$ cat src/rtl/bitrev_reorder_buf.sv
// Bit-reversal reorder buffer for the radix-2 SDF FFT output stream.
// Accepts a serial frame of 2^N complex samples in bit-reversed order and
// replays it in natural bin order. Two banks ping-pong so that one frame can
// be filled while the previous one drains, at one sample per clock.
// Optional macro FRAME_ERR_EN adds a registered frame_err pulse output that
// flags aborted partial frames and dropped orphan samples.
module bitrev_reorder_buf #(
    parameter int unsigned N = 3,
    parameter int unsigned W = 16
) (
    input  logic         clk,
    input  logic         rst,
    input  logic         ip_valid,
    input  logic         start_ip,
    input  logic [W-1:0] ip_re,
    input  logic [W-1:0] ip_im,
    output logic         op_valid,
    output logic         start_op,
    output logic [W-1:0] op_re,
    output logic [W-1:0] op_im
`ifdef FRAME_ERR_EN
    ,
    output logic         frame_err
`endif
);

    localparam int unsigned Depth = 1 << N;
    localparam logic [N-1:0] LastIdx = N'(Depth - 1);

    typedef enum logic {
        WIdle,
        WFill
    } wstate_e;

    typedef enum logic {
        RIdle,
        RDrain
    } rstate_e;

    // Reverse the N LSBs of an index.
    function automatic logic [N-1:0] bitrev(input logic [N-1:0] k);
        logic [N-1:0] r;
        for (int i = 0; i < int'(N); i++) begin
            r[i] = k[int'(N) - 1 - i];
        end
        return r;
    endfunction

    // Sample storage: two banks, each holding {re, im}; no reset needed.
    logic [2*W-1:0] mem_q [2][Depth];

    wstate_e      wstate_q, wstate_d;
    logic [N-1:0] wcnt_q, wcnt_d;
    logic         wbank_q, wbank_d;
    logic         we;
    logic [N-1:0] waddr;
    logic         handoff;

    rstate_e      rstate_q, rstate_d;
    logic [N-1:0] raddr_q, raddr_d;
    logic         rbank_q, rbank_d;

    logic         op_valid_q, op_valid_d;
    logic         start_op_q, start_op_d;
    logic [W-1:0] op_re_q, op_re_d;
    logic [W-1:0] op_im_q, op_im_d;

    // Write side: place each accepted sample at its natural-order address.
    always_comb begin
        wstate_d = wstate_q;
        wcnt_d   = wcnt_q;
        wbank_d  = wbank_q;
        we       = 1'b0;
        waddr    = bitrev(wcnt_q);
        handoff  = 1'b0;
        unique case (wstate_q)
            WIdle: begin
                // Samples without a frame start are dropped here.
                if (ip_valid && start_ip) begin
                    we       = 1'b1;
                    waddr    = '0;
                    wcnt_d   = N'(1);
                    wstate_d = WFill;
                end
            end
            WFill: begin
                if (ip_valid) begin
                    we = 1'b1;
                    if (start_ip) begin
                        // Abort the partial frame and restart in the same bank.
                        waddr  = '0;
                        wcnt_d = N'(1);
                    end else begin
                        waddr  = bitrev(wcnt_q);
                        wcnt_d = wcnt_q + 1'b1;
                        if (wcnt_q == LastIdx) begin
                            wbank_d  = ~wbank_q;
                            handoff  = 1'b1;
                            wcnt_d   = '0;
                            wstate_d = WIdle;
                        end
                    end
                end
            end
            default: wstate_d = WIdle;
        endcase
    end

    // Read side: drain the handed-off bank in address order with registered outputs.
    always_comb begin
        rstate_d   = rstate_q;
        raddr_d    = raddr_q;
        rbank_d    = rbank_q;
        op_valid_d = 1'b0;
        start_op_d = 1'b0;
        op_re_d    = op_re_q;
        op_im_d    = op_im_q;
        unique case (rstate_q)
            RIdle: begin
                if (handoff) begin
                    rstate_d = RDrain;
                    raddr_d  = '0;
                    rbank_d  = wbank_q;
                end
            end
            RDrain: begin
                {op_re_d, op_im_d} = mem_q[rbank_q][raddr_q];
                op_valid_d         = 1'b1;
                start_op_d         = (raddr_q == '0);
                raddr_d            = raddr_q + 1'b1;
                if (raddr_q == LastIdx) begin
                    // A fill can only complete on the last drain cycle at the
                    // earliest, so back-to-back frames chain here with no gap.
                    if (handoff) begin
                        raddr_d = '0;
                        rbank_d = wbank_q;
                    end else begin
                        rstate_d = RIdle;
                    end
                end
            end
            default: rstate_d = RIdle;
        endcase
    end

    // Bank write port.
    always_ff @(posedge clk) begin
        if (we) begin
            mem_q[wbank_q][waddr] <= {ip_re, ip_im};
        end
    end

    // Control and output state.
    always_ff @(posedge clk or posedge rst) begin
        if (rst) begin
            wstate_q   <= WIdle;
            wcnt_q     <= '0;
            wbank_q    <= 1'b0;
            rstate_q   <= RIdle;
            raddr_q    <= '0;
            rbank_q    <= 1'b0;
            op_valid_q <= 1'b0;
            start_op_q <= 1'b0;
            op_re_q    <= '0;
            op_im_q    <= '0;
        end else begin
            wstate_q   <= wstate_d;
            wcnt_q     <= wcnt_d;
            wbank_q    <= wbank_d;
            rstate_q   <= rstate_d;
            raddr_q    <= raddr_d;
            rbank_q    <= rbank_d;
            op_valid_q <= op_valid_d;
            start_op_q <= start_op_d;
            op_re_q    <= op_re_d;
            op_im_q    <= op_im_d;
        end
    end

    assign op_valid = op_valid_q;
    assign start_op = start_op_q;
    assign op_re    = op_re_q;
    assign op_im    = op_im_q;

`ifdef FRAME_ERR_EN
    logic frame_err_q, frame_err_d;

    // Flag an aborted partial frame or a dropped orphan sample.
    always_comb begin
        frame_err_d = ip_valid &&
                      (((wstate_q == WIdle) && !start_ip) ||
                       ((wstate_q == WFill) && start_ip));
    end

    // One-cycle registered error pulse.
    always_ff @(posedge clk or posedge rst) begin
        if (rst) begin
            frame_err_q <= 1'b0;
        end else begin
            frame_err_q <= frame_err_d;
        end
    end

    assign frame_err = frame_err_q;
`endif

endmodule
$ cat config.mk
export PLATFORM = sky130hd
export DESIGN_NAME = bitrev_reorder_buf
export DESIGN_NICKNAME = d
export VERILOG_FILES = /design/src/rtl/bitrev_reorder_buf.sv
export SDC_FILE = /design/constraint.sdc
export NUM_CORES = 1
export LEC_CHECK = 0
export ABC_AREA = 0
export BUFFER_PORTS_ARGS = -buffer_cell sky130_fd_sc_hd__buf_2
export CORE_ASPECT_RATIO = 0.7
export CORE_MARGIN = 4
export CORE_UTILIZATION = 45
export CTS_CLUSTER_SIZE = 14
export DETAILED_ROUTE_END_ITERATION = 8
export PLACE_DENSITY_LB_ADDON = 0.2
export SYNTH_ARGS = -nofsm -noshare
export SYNTH_HDL_FRONTEND = slang
export SYNTH_SLANG_ARGS = --single-unit
$ cat constraint.sdc
create_clock -name clk -period 4.55 [get_ports clk]
set_clock_uncertainty 0.05 [all_clocks]
set_input_delay 1.365 -clock clk [delete_from_list [all_inputs] [get_ports clk]]
set_output_delay 1.365 -clock clk [all_outputs]
set_load 0.01 [all_outputs]
* Yosys cells after proc, flatten, opt, wreduce, memory -nomap -nowiden
Memories as Yosys holds them, arrays and structs flattened. Index checks and enable logic that the tools add are counted.
Word-level totals: logic and storage cells 72, memory bits (writable) 512, latch bits 0, output and inout bits 34, bits in read-only memories 0, memories 1, flip-flop bits (word level) 44, bits of input ports 36
Memories:
- mem_q | depth 2, width 256, rd ports 1, clocked after memory_dff 0, write ports 1, line 50 | logic [2*W-1:0] mem_q [2][Depth];
Cells by class: divide/modulo/power cells 0, $mul 0, magnitude comparators 3, add/sub/neg operators 2, bitwise gates (word level) 6, reduce and logical (&&, ||, !) cells 5, mux-type cells 39, equal/unequal tests 6, shift operators 0
Operators by type and width (number):
- 256-bit 2-to-1 mux | 1
- 32-bit binary-select mux with 3-bit select | 1
- 32-bit demux with 3-bit select | 1
- 32-bit 2-to-1 mux | 3
- 3-bit 2-to-1 mux | 10
- 3-bit one-hot mux with 2 select lines | 3
- 1-bit 2-to-1 mux | 16
- 4-bit >= comparator (second input constant) | 2
- 3-bit NOT with 4-bit output | 2
- 1-bit one-hot mux with 2 select lines | 4
- 3-bit by 1-bit adder with 3-bit output (second input constant) | 2
- 3-bit equality test (second input constant) | 2
- 2-bit != test (second input constant) | 3
- 4-bit by 1-bit less-than comparator with 1-bit output (second input constant) | 1
- 1-bit NOT | 4
- 4-bit AND reduction | 1
- 3-bit logical NOT | 1
- 1-bit logical AND | 2
- 2-bit by 1-bit != test with 1-bit output (second input constant) | 1
- 2-bit AND reduction | 1

* Longest topological paths before layout
Gate-level depths: netlist of the first run.
depth in word-level cells 9, mapped depth 7, depth with buffers taken out 5

* Least setup slack after synthesis of the first run
OpenSTA, ideal clock, no wires.
path type input to register, start point input port ip_valid, end point memory mem_q[0][128] (netlist name), enable pin, data required time 4039 ps, stages 5, library setup time 461 ps, arrival 4322 ps, path buffers 2, slack -283 ps, cell sequence clkbuf_1 and3b_1 clkbuf_1 nand3_1 nor3_1
On the way: longest elaborated chain between the ends 9, elaborated cells on any way between the ends 15, those cells by class order compare: 2; mux: 10; bitwise: 1; reduce/logical: 2
RTL lines:
- from (decl) | line 13 | input logic ip_valid,
- 1-bit logical AND | line 79 | if (ip_valid && start_ip) begin
- 3-bit 2-to-1 mux | line 79
- 3-bit one-hot mux with 2 select lines | line 76 | unique case (wstate_q)
- 3-bit NOT with 4-bit output (implied by the code) | line 149 | mem_q[wbank_q][waddr] <= {ip_re, ip_im};
- 4-bit >= comparator (implied by the code) or 4-bit by 1-bit less-than comparator with 1-bit output (tied branches) | line 149
- 1-bit logical AND (implied by the code) | line 149
- 32-bit 2-to-1 mux (implied by the code) | line 149
- 32-bit demux with 3-bit select | line 149
- 256-bit 2-to-1 mux (implied by the code) (*) | line 149
- to (decl) | line 50
Every way passes the cells marked *; elsewhere a longest branch is shown, timed or not.

* Worst setup path after layout of the first run
start point input port start_ip, end point memory mem_q[1][40] (netlist name), enable pin
On the way: longest elaborated chain between the ends 9, elaborated cells on any way between the ends 15, those cells by class order compare: 2; mux: 10; bitwise: 1; reduce/logical: 2
RTL lines:
- from (decl) | line 14 | input logic start_ip,
- 3-bit 2-to-1 mux or 1-bit logical AND (tied branches) | line 89, 79
- 3-bit 2-to-1 mux, on equally long branches | line 87, 79
- 3-bit one-hot mux with 2 select lines | line 76
- 3-bit NOT with 4-bit output (implied by the code) | line 149
- 4-bit >= comparator (implied by the code) or 4-bit by 1-bit less-than comparator with 1-bit output (tied branches) | line 149
- 1-bit logical AND (implied by the code) | line 149
- 32-bit 2-to-1 mux (implied by the code) | line 149
- 32-bit demux with 3-bit select | line 149
- 256-bit 2-to-1 mux (implied by the code) (*) | line 149
Marks and branches as above.

==> results of run 1 <==
## power groups by stage
stage,clock network (µW),registers (µW),logic [µW]
after CTS,4320,6310,2180
after detailed placement,0,6410,2170
final,4220,6300,2150
after global placement,0,6400,2170
after floorplan,0,6210,1420
after global routing,4530,6330,2330
## stage by stage
step	utilization, %	std cells	total power, µW	cell area, µm²	setup slack, ns
after global placement	48.8	1582	8570	22200	0.904
after CTS	52.4	1675	12800	23900	1.45
final	52.4	1675	12700	23900	1.41
after floorplan	-	929	7630	21000	0.568
after global routing	52.4	1675	13200	23900	1.33
after detailed placement	48.8	1582	8580	22200	0.870
## cells in the final DEF, fill, tap and decap left out, types with 7 or more instances in the layout
master,Yosys,routed
nor2_4,0,13
buf_2,17,69
a221oi_1,18,18
clkbuf_1,22,15
clkinv_2,0,7
nor2_1,33,20
edfxtp_1,512,512
mux2i_1,32,32
mux4_2,128,128
buf_4,7,31
clkinv_1,0,8
dfrtp_1,44,40
clkbuf_16,0,53
a222oi_1,14,14
nand2_1,14,14
o21ai_1,14,14
o22ai_1,22,22
## synthesized netlist by cell type, drive strengths merged (5+ instances only)
library cell	number	area (µm²)
dfrtp	44	1100
nand2	14	52.6
inv	7	26.3
buf	32	213
o22ai	22	138
mux2i	32	320
a222oi	14	140
a221oi	18	158
ha	5	62.6
nor2	33	124
edfxtp	512	15400
clkbuf	22	82.6
o21ai	19	95.1
mux4	128	2880
## state kept, by name, summed over array words and instances, names as in the netlist
name      count
op_im        16
start_op      1
rbank_q       1
wstate_q      1
raddr_q       3
op_valid      1
op_re        16
wbank_q       1
wcnt_q        3
rstate_q      1
mem_q       512
## final timing paths
kind | end | slack (ns) | cells past startpoint | from
max | mem_q[1][40]$_DFFE_PP_ | 1.41 | 5 | start_ip
min | op_re[14]$_DFFE_PP0P_ | 0.51 | 2 | op_re[14]$_DFFE_PP0P_
max reg2reg | mem_q[1][40]$_DFFE_PP_ | 1.90 | 4 | wstate_q$_DFF_PP0_
min reg2reg | op_re[14]$_DFFE_PP0P_ | 0.51 | 2 | op_re[14]$_DFFE_PP0P_
max in group asynchronous | op_im[7]$_DFFE_PP0P_ | 2.78 | 3 | rst
min in group asynchronous | wcnt_q[2]$_DFFE_PP0P_ | 0.92 | 2 | rst
## worst max-delay path: stages
cell,delay [ns]
buf_2,0.13
and3b_1,0.39
nand3b_1,0.37
nor2_4,0.62
buf_4,0.41
## kinds of logic (layout without fill, tap and decap cells)
group           after synthesis  after routing  share of synthesized area [%]
compound gates               77             77                           2.69
mux                         160            160                           15.3
flops                       556            556                           78.6
buf+inv                      61            204                           1.53
fa+ha+maj                     5              5                          0.298
simple gates                 69             69                           1.56
xor+xnor                      1              1                         0.0418
## per-layer routing
| layer | part of all wire, % | track usage (%) |
|---|---|---|
| met1 | 48 | 32.0 |
| met2 | 43 | 26.2 |
| met3 | 8.2 | 3.16 |
| met4 | 1.4 | 3.33 |
| met5 | 0 | 0 |
## cell type report
class | count | area share [%]
Timing Repair Buffer | 104 | 2.76
Clock inverter | 20 | 0.807
Sequential cell | 556 | 69.1
Multi-Input combinational cell | 312 | 18.0
Inverter | 7 | 0.110
Clock buffer | 73 | 6.08
Tap cell | 603 | 3.16
==> results.cfg, run 1 <==
[timing]
timing.final.crit_share_pct = 68.9
fin_crit_ns = 3.14
setup_violations = 0
slew_headroom_pct = 23.9
fin_tns_setup_ns = 0
tightest_slew_ns = 1.14
drv_slew = 0
hold_slack_ns = 0.509
fmax_ghz = 0.319
hold_viol = 0
grt_setup_unrepaired = no

[yosys]
yosysSeqAreaShare_pct = 78.6
dominantRegCellSynth = edfxtp_1
yosys_warnings = 0
synth_seq_cells = 556
synth_fp_nets = 970
synth_cell_types = 35
synth_area_um2 = 21000
syn-instance-count = 929
syn_area_per_cell_um2 = 22.6
synth_edf_count = 512
async_flop_share_pct = 7.91

[power]
power.share.clock_pct = 33.3
p_sw_uw = 3400
power_density_nw_per_um2 = 531
leakage_uw = 0.00769
switching_share_pct = 26.8
peakVddDrop_mv = 0.312
comb_power_share_pct = 17.0
sequentialPowerShare_pct = 49.7
p_int_uw = 9270

[global_route]
grt_pass1_vias = 9934
grt_overflow_total = 0
antenna_found_initial = 0
grt_max_degree = 57
track_usage_pct = 18.9
grt_pass1_wl_mm = 69.9

[critical_path]
crit_path_end_kind = register
timing_worst_setup_path_type = in -> reg
start_kind = primary input
cp_max_fo = 18
worstPathRequired_ns = 4.74
arrival_ns = 3.32

[placed_design]
gp_congestion = 0.733
dp_hpwl_mm = 28.8
port_buffers = 69

[floorplan]
fp.dieH_um = 189
initial_core_util_pct = 46.0
ios = 70
core_um2 = 45500
die_area_um2 = 50200
rows = 65
fp.dieW_um = 266

[flow_run]
maxCapViolations = 0

[drt]
antenna_left = 0
num_vias = 9845
vias_per_cell = 5.88
drtPass1Iterations = 8
drtIter0Drc = 1135
drt-total-wl_mm = 47.0
drcViolationCount = 0
wl_per_cell_um = 28.0

[cells_and_area]
layout.nets = 1074
nFillCells = 3573
multiInputGateArea_um2 = 4300
ff_latch_area_um2 = 16500
drive_above_1_share_pct = 30.3
n_antenna_cell = 0
syn2layout_area_growth_pct = 13.8

[clocking]
cts-resized-gates = 0
clk_latency_ns = 0.57
cts_buffer_depth = 3
cts.htree.levels = 2
cts_tree = yes
hold_buffers = 0
cts-root-buf = clkbuf_16
numCtsBuffers = 52
clkTransAtPathRegs_ns = 0.06
post-cts-setup-buffer-count = 0
cts_sinks = 556

[min_path]
hp-class = reg -> reg

[run_status]
status = finished clean
Power figures use the tool's default switching activity.
==> run 2, diff against run 1 <==
--- a/config.mk
+++ b/config.mk
@@ -5,7 +5,7 @@
 export SDC_FILE = /design/constraint.sdc
 export NUM_CORES = 1
 export LEC_CHECK = 0
-export ABC_AREA = 0
+export ABC_AREA = 1
 export BUFFER_PORTS_ARGS = -buffer_cell sky130_fd_sc_hd__buf_2
 export CORE_ASPECT_RATIO = 0.7
 export CORE_MARGIN = 4
==> constraint.sdc (replaced) <==
create_clock -name clk -period 2.8 [get_ports clk]
set_clock_uncertainty 0.05 [all_clocks]
set_input_delay 0.84 -clock clk [delete_from_list [all_inputs] [get_ports clk]]
set_output_delay 0.84 -clock clk [all_outputs]
set_load 0.01 [all_outputs]
==> run 2 against run 1 <==
  * Wire length increased by 18%
  * Utilization decreased by 0.76 points
  * Final cell count increased by 57%
  * Clock power increased by 67%
  * Synthesized area increased by 6.6%
  * Global-route usage increased by 1.8 points
==> results.cfg, run 2 <==
[yosys]
synth_edf_count = 512
synth_area_um2 = 22300
syn_area_per_cell_um2 = 12.1
yosysSeqAreaShare_pct = 73.7
synth_area_leaders = edfxtp_1 (69%), nand2_1 (10%), nand3_1 (7.4%), dfrtp_1 (4.9%), nor2_1 (1.8%)
yosys.area.top_type = edfxtp_1
synth-simple-area-share_pct = 19.8
synth_top_family_by_area = simple AND/OR/NAND/NOR gates
yosys_warnings = 0
yosysMostFrequentCell = nand2_1
synth-compound-area-share_pct = 2.27
syn-instance-count = 1847
synth_seq_cells = 556
dominantRegCellSynth = edfxtp_1
synthAdderAreaFrac_pct = 0.280
yosysTopAreaCellShare_pct = 68.8
synth_cell_types = 24
async_flop_share_pct = 7.91
synthMuxAreaShare_pct = 0
synth_xor_area_share_pct = 0.0392
synth_fp_nets = 1888
synthTopCellsByCount = nand2_1 (611), edfxtp_1 (512), nand3_1 (332), nor2_1 (106), o21ai_0 (47)

[global_route]
track_usage_pct = 20.7
grt_pass1_wl_mm = 84.3
antenna_found_initial = 2
grt_overflow_total = 0
grt_max_degree = 86
grt_pass1_vias = 13700

[critical_path]
worstPathRequired_ns = 3.27
start_kind = register
arrival_ns = 2.76
worst_path_most_repeated_cell = nand2_1
timing_worst_setup_path_type = reg -> reg
path_cells = inv_6 -> buf_12 -> nand2_1 -> nand3_1 -> nand3_1 -> nand2_1 -> nand2_1 -> nand2_1 -> nand2_1 -> nand2_1
crit_path_end_kind = register
cpPeakStageDelay_ns = 0.70
cp_slowest_cell = dfrtp_4
cp_max_fo = 45
reg2reg_depth = 10

[cells_and_area]
drive_above_1_share_pct = 11.4
final_cell_mix = nand2_1 (611), edfxtp_1 (512), nand3_1 (332)
layout_commonest_cell = nand2_1
layout.nets = 1957
top_register = mem_q
n_antenna_cell = 0
largest_reg_flops = 512
syn2layout_area_growth_pct = 13.6

[drt]
drt-total-wl_mm = 55.4
drcViolationCount = 0
antenna_left = 0
wl_per_cell_um = 21.1
vias_per_cell = 5.39
drtPass1Iterations = 5
drtIter0Drc = 1461
num_vias = 14200

[timing]
setup_violations = 0
fmax_ghz = 0.437
hold_slack_ns = 0.321
timing.final.crit_share_pct = 81.7
hold_viol = 0
drv_slew = 0
slew_headroom_pct = 24.0
grt_setup_unrepaired = no
fin_crit_ns = 2.29
tightest_slew_ns = 1.14

[clocking]
post-cts-setup-buffer-count = 0
numCtsBuffers = 53
cts_tree = yes
cts_buffer_depth = 3
cts-root-buf = clkbuf_16
cts_sinks = 556
cts.htree.levels = 2
clkTransAtPathRegs_ns = 0.06
hold_buffers = 0
clk_latency_ns = 0.58
cts-resized-gates = 0

[floorplan]
rows = 68
ios = 70
die_area_um2 = 53400
core_um2 = 49200
initial_core_util_pct = 45.4
fp.dieW_um = 274
fp.dieH_um = 194

[power]
switching_share_pct = 30.7
leakage_uw = 0.00930
comb_power_share_pct = 22.8
p_int_uw = 15200
p_sw_uw = 6730
power_density_nw_per_um2 = 863
peakVddDrop_mv = 0.493
power.share.clock_pct = 32.2
fin_total_pwr_uw = 21900
sequentialPowerShare_pct = 45.0

[run_status]
status = finished clean

[flow_run]
maxCapViolations = 0

[placed_design]
port_buffers = 69
gp_congestion = 0.812
dp_hpwl_mm = 31.5

[min_path]
hp-class = in -> async
==> run 2: cell types whose count changed after synthesis, moves of 13 or more <==
cell	before	now
buf_6	6	32
a222oi_1	14	0
buf_4	7	22
nand3_1	2	332
o21ai_0	5	47
o22ai_1	22	0
o211ai_1	0	21
buf_2	17	30
a221oi_1	18	0
mux4_2	128	0
nor2_1	33	106
mux2i_1	32	0
nand2_1	14	611
==> run 2: path summary, 6_finish.rpt <==
check                                           from                   end  slack [ns]
worst max-delay path             rbank_q$_DFFE_PP0P_  op_im[0]$_DFFE_PP0P_        0.51
worst min-delay path                             rst    op_valid$_DFF_PP0_        0.32
worst max register to register   rbank_q$_DFFE_PP0P_  op_im[0]$_DFFE_PP0P_        0.51
worst min register to register  op_im[6]$_DFFE_PP0P_  op_im[6]$_DFFE_PP0P_        0.43
max in group asynchronous                        rst   rbank_q$_DFFE_PP0P_        1.68
min in group clk                op_im[6]$_DFFE_PP0P_  op_im[6]$_DFFE_PP0P_        0.43
==> run 2: routing by layer <==
layer	up-vias	track usage, %	routed length, µm
met5	-	0	12
met1	6984	33.7	27200
met3	67	3.27	3910
met4	2	3.79	744
li1	6613	-	-
met2	484	29.6	23600
==> run 2: kinds of logic (layout without fill, tap and decap cells) <==
| family | after synthesis | after routing |
|---|---|---|
| and+or+nand+nor | 1062 | 1062 |
| DFF | 556 | 556 |
| buffers and inverters | 132 | 246 |
| AOI/OAI and AO/OA | 91 | 91 |
| adders and majority gates | 5 | 5 |
| xor gates and xnor gates | 1 | 1 |
==> run 2: final cells by class <==
cell class,count,area [µm²]
Tap cell,665,832
Multi-Input combinational cell,1159,5160
Sequential cell,556,16500
Fill cell,4336,23800
Clock inverter,14,121
Timing Repair Buffer,127,1130
Clock buffer,86,1580
Inverter,19,78.8
==> run 2: critical path: cells and delay by family, from the launching register on <==
| kind | cells | cell delay, ns |
|---|---|---|
| and+or+nand+nor | 8 | 0.77 |
| DFF | 1 | 0.70 |
| buffers and inverters | 2 | 0.67 |
==> run 2: power groups by stage <==
stage	clock (µW)	combinational (µW)	sequential, µW
after global routing	7530	5500	9910
after CTS	7190	5020	9870
final	7060	4990	9860
after detailed placement	0	5000	10000
after global placement	0	4950	10000
after floorplan	0	3000	10100
==> run 2: stage by stage <==
step	worst slack [ns]	cell area [µm²]	TNS [ns]	std cells	util [%]
6_report	0.513	25400	0	2626	51.6
3_5_place_dp	0.157	23700	0	2526	48.2
5_1_grt	0.368	25400	0	2626	51.6
2_1_floorplan	-0.361	22400	-144.56	1847	-
4_1_cts	0.546	25400	0	2626	51.6
3_3_place_gp	0.159	23700	0	2526	48.2
==> run 3, diff against run 2 <==
--- a/config.mk
+++ b/config.mk
@@ -5,7 +5,7 @@
 export SDC_FILE = /design/constraint.sdc
 export NUM_CORES = 1
 export LEC_CHECK = 0
-export ABC_AREA = 1
+export ABC_AREA = 0
 export BUFFER_PORTS_ARGS = -buffer_cell sky130_fd_sc_hd__buf_2
 export CORE_ASPECT_RATIO = 0.7
 export CORE_MARGIN = 4
==> constraint.sdc (replaced) <==
create_clock -name clk -period 2.1 [get_ports clk]
set_clock_uncertainty 0.05 [all_clocks]
set_input_delay 0.63 -clock clk [delete_from_list [all_inputs] [get_ports clk]]
set_output_delay 0.63 -clock clk [all_outputs]
set_load 0.01 [all_outputs]
==> run 3 against run 2 <==
  * Highest routed layer is now met4
  * Sequential power up 35%
  * Via count down 29%
  * Die area down 6.0%
  * Worst setup slack worse by 0.43 ns
  * Final cell count down 34%
  * Final area down 2.4%
  * Register-to-register slack worse by 0.43 ns
  * Wire length down 14%
  * Global-route usage down 1.5 points
  * First-iteration DRC count down 27%
  * Power up 26%
==> results.cfg, run 3 (synthesis gave the netlist of run 1 again) <==
[drt]
antenna_left = 0
route.met2.wl_mm = 20.6
highest_layer = met4
wl_met1_mm = 22.7
met3_length_mm = 3.56
drt-total-wl_mm = 47.5
drtPass1Iterations = 7
drcViolationCount = 0
num_vias = 10100
wl_per_cell_um = 27.3
vias_per_cell = 5.79
drtIter0Drc = 1069

[global_route]
grt_pass1_wl_mm = 70.4
grt_max_degree = 46
grt_pass1_vias = 10300
grt_overflow_total = 0
antenna_found_initial = 0
track_usage_pct = 19.2

[cells_and_area]
top_register = mem_q
layout_commonest_cell = edfxtp_1
layout.nets = 1135
layout.cells.non_filler = 1740
syn2layout_area_growth_pct = 18.2
fin_area_um2 = 24800
largest_reg_flops = 512
drive_above_1_share_pct = 34.7
n_antenna_cell = 0
final_cell_mix = edfxtp_1 (512), mux4_2 (128), buf_2 (69)

[timing]
fmax_ghz = 0.496
grt_setup_unrepaired = no
fin_crit_ns = 2.02
drv_slew = 0
timing.final.crit_share_pct = 96.1
slew_headroom_pct = 24.6
hold_viol = 0
tightest_slew_ns = 1.13
fin_tns_setup_ns = 0
setup_violations = 0

[clocking]
cts-root-buf = clkbuf_16
cts_buffer_depth = 3
clk_latency_ns = 0.58
hold_buffers = 0
numCtsBuffers = 51
cts_sinks = 556
clkTransAtPathRegs_ns = 0.06
cts_tree = yes
cts.htree.levels = 2

[critical_path]
reg2reg_depth = 6
r2r_slack_ns = 0.08
cpPeakStageDelay_ns = 0.55
reg2reg_to = op_re[0]$_DFFE_PP0P_
timing_worst_setup_path_type = reg -> reg
arrival_ns = 2.39
worstPathRequired_ns = 2.47
start_kind = register
worstSetupStartpoint = rbank_q$_DFFE_PP0P_
timing.rr.start = rbank_q$_DFFE_PP0P_
cp_max_fo = 15
path_cells = buf_12 -> buf_4 -> mux4_2 -> mux2i_4 -> buf_4 -> o21ai_1
cp_slowest_cell = mux4_2
worst_path_most_repeated_cell = buf_4
crit_path_end_kind = register

[floorplan]
core_um2 = 45500
ios = 70
fp.dieH_um = 189
rows = 65
die_area_um2 = 50200
fp.dieW_um = 266
initial_core_util_pct = 46.0

[placed_design]
place_area_um2 = 23100
port_buffers = 69
gp_congestion = 0.742
dp.cells = 1636
dp_hpwl_mm = 29.8

[flow_run]
maxCapViolations = 0

[run_status]
status = finished clean

[power]
power_density_nw_per_um2 = 1120
peakVddDrop_mv = 0.571
leakage_uw = 0.00809

[min_path]
hp-class = in -> async
-- run 3: changes by cell type in the layout (fill, tap and decap cells not counted), sizes merged, moves of 9 or more --
cell    delta
nor3       -9
buf       +39
a221oi    +18
inv       -11
a222oi    +14
mux2i     +32
nand2    -597
mux4     +128
o22ai     +22
nand3    -330
clkbuf    -12
nor2      -74
o211ai    -21
o21ai     -48
-- run 3: metrics by stage --
step / hold slack, ns / power, µW / worst slack, ns / utilization, %
2_1_floorplan: 0.362 / 16600 / -0.619 / -
3_3_place_gp: 0.465 / 19000 / -0.310 / 50.7
3_5_place_dp: 0.472 / 19100 / -0.316 / 50.7
4_1_cts: 0.0597 / 28000 / 0.0395 / 54.3
5_1_grt: 0.0773 / 28900 / 0.00102 / 54.4
6_report: 0.0728 / 27700 / 0.0824 / 54.4
-- run 3: worst max-delay path by stage --
stage,to,slack (ns),cells past startpoint
after detailed placement,mem_q[1][163]$_DFFE_PP_,-0.32,6
after floorplan,mem_q[0][160]$_DFFE_PP_,-0.62,5
after CTS,op_re[0]$_DFFE_PP0P_,0.04,6
after global placement,mem_q[1][165]$_DFFE_PP_,-0.31,6
after global routing,mem_q[0][249]$_DFFE_PP_,0.001,4
final,op_re[0]$_DFFE_PP0P_,0.08,6
-- run 3: critical path, delay by kind of cell (launching register included) --
family,cells,cell delay (ns)
compound gates,1,0.05
buf+inv,3,0.52
flops,1,0.47
mux,2,0.78
-- run 3: power breakdown --
part / internal (µW) / switching, µW / total, µW
clock: 4940 / 3890 / 8830
combinational: 2400 / 3190 / 5590
sequential: 12800 / 417 / 13300
total: 20200 / 7500 / 27700
-- run 3: final cells by class --
class | count | area [µm²]
fill | 3476 | 20800
multi-input combinational | 312 | 4320
clock inverter | 22 | 150
clock buffer | 74 | 1450
tap | 603 | 754
inverter | 7 | 26.3
sequential | 556 | 16500
timing repair buffer | 166 | 1590
-- run 3: metal layers --
metal | global-route usage (%) | up-vias
met4 | 3.66 | 0
met5 | 0 | -
met1 | 31.2 | 5398
li1 | - | 4280
met3 | 3.99 | 51
met2 | 27.0 | 345
-- run 3: repair_timing --
action                                  CTS  global route
pin swaps                                 0             1
buffers inserted                          0             8
gates resized for setup                   2             2
endpoints found under the setup margin    1             9
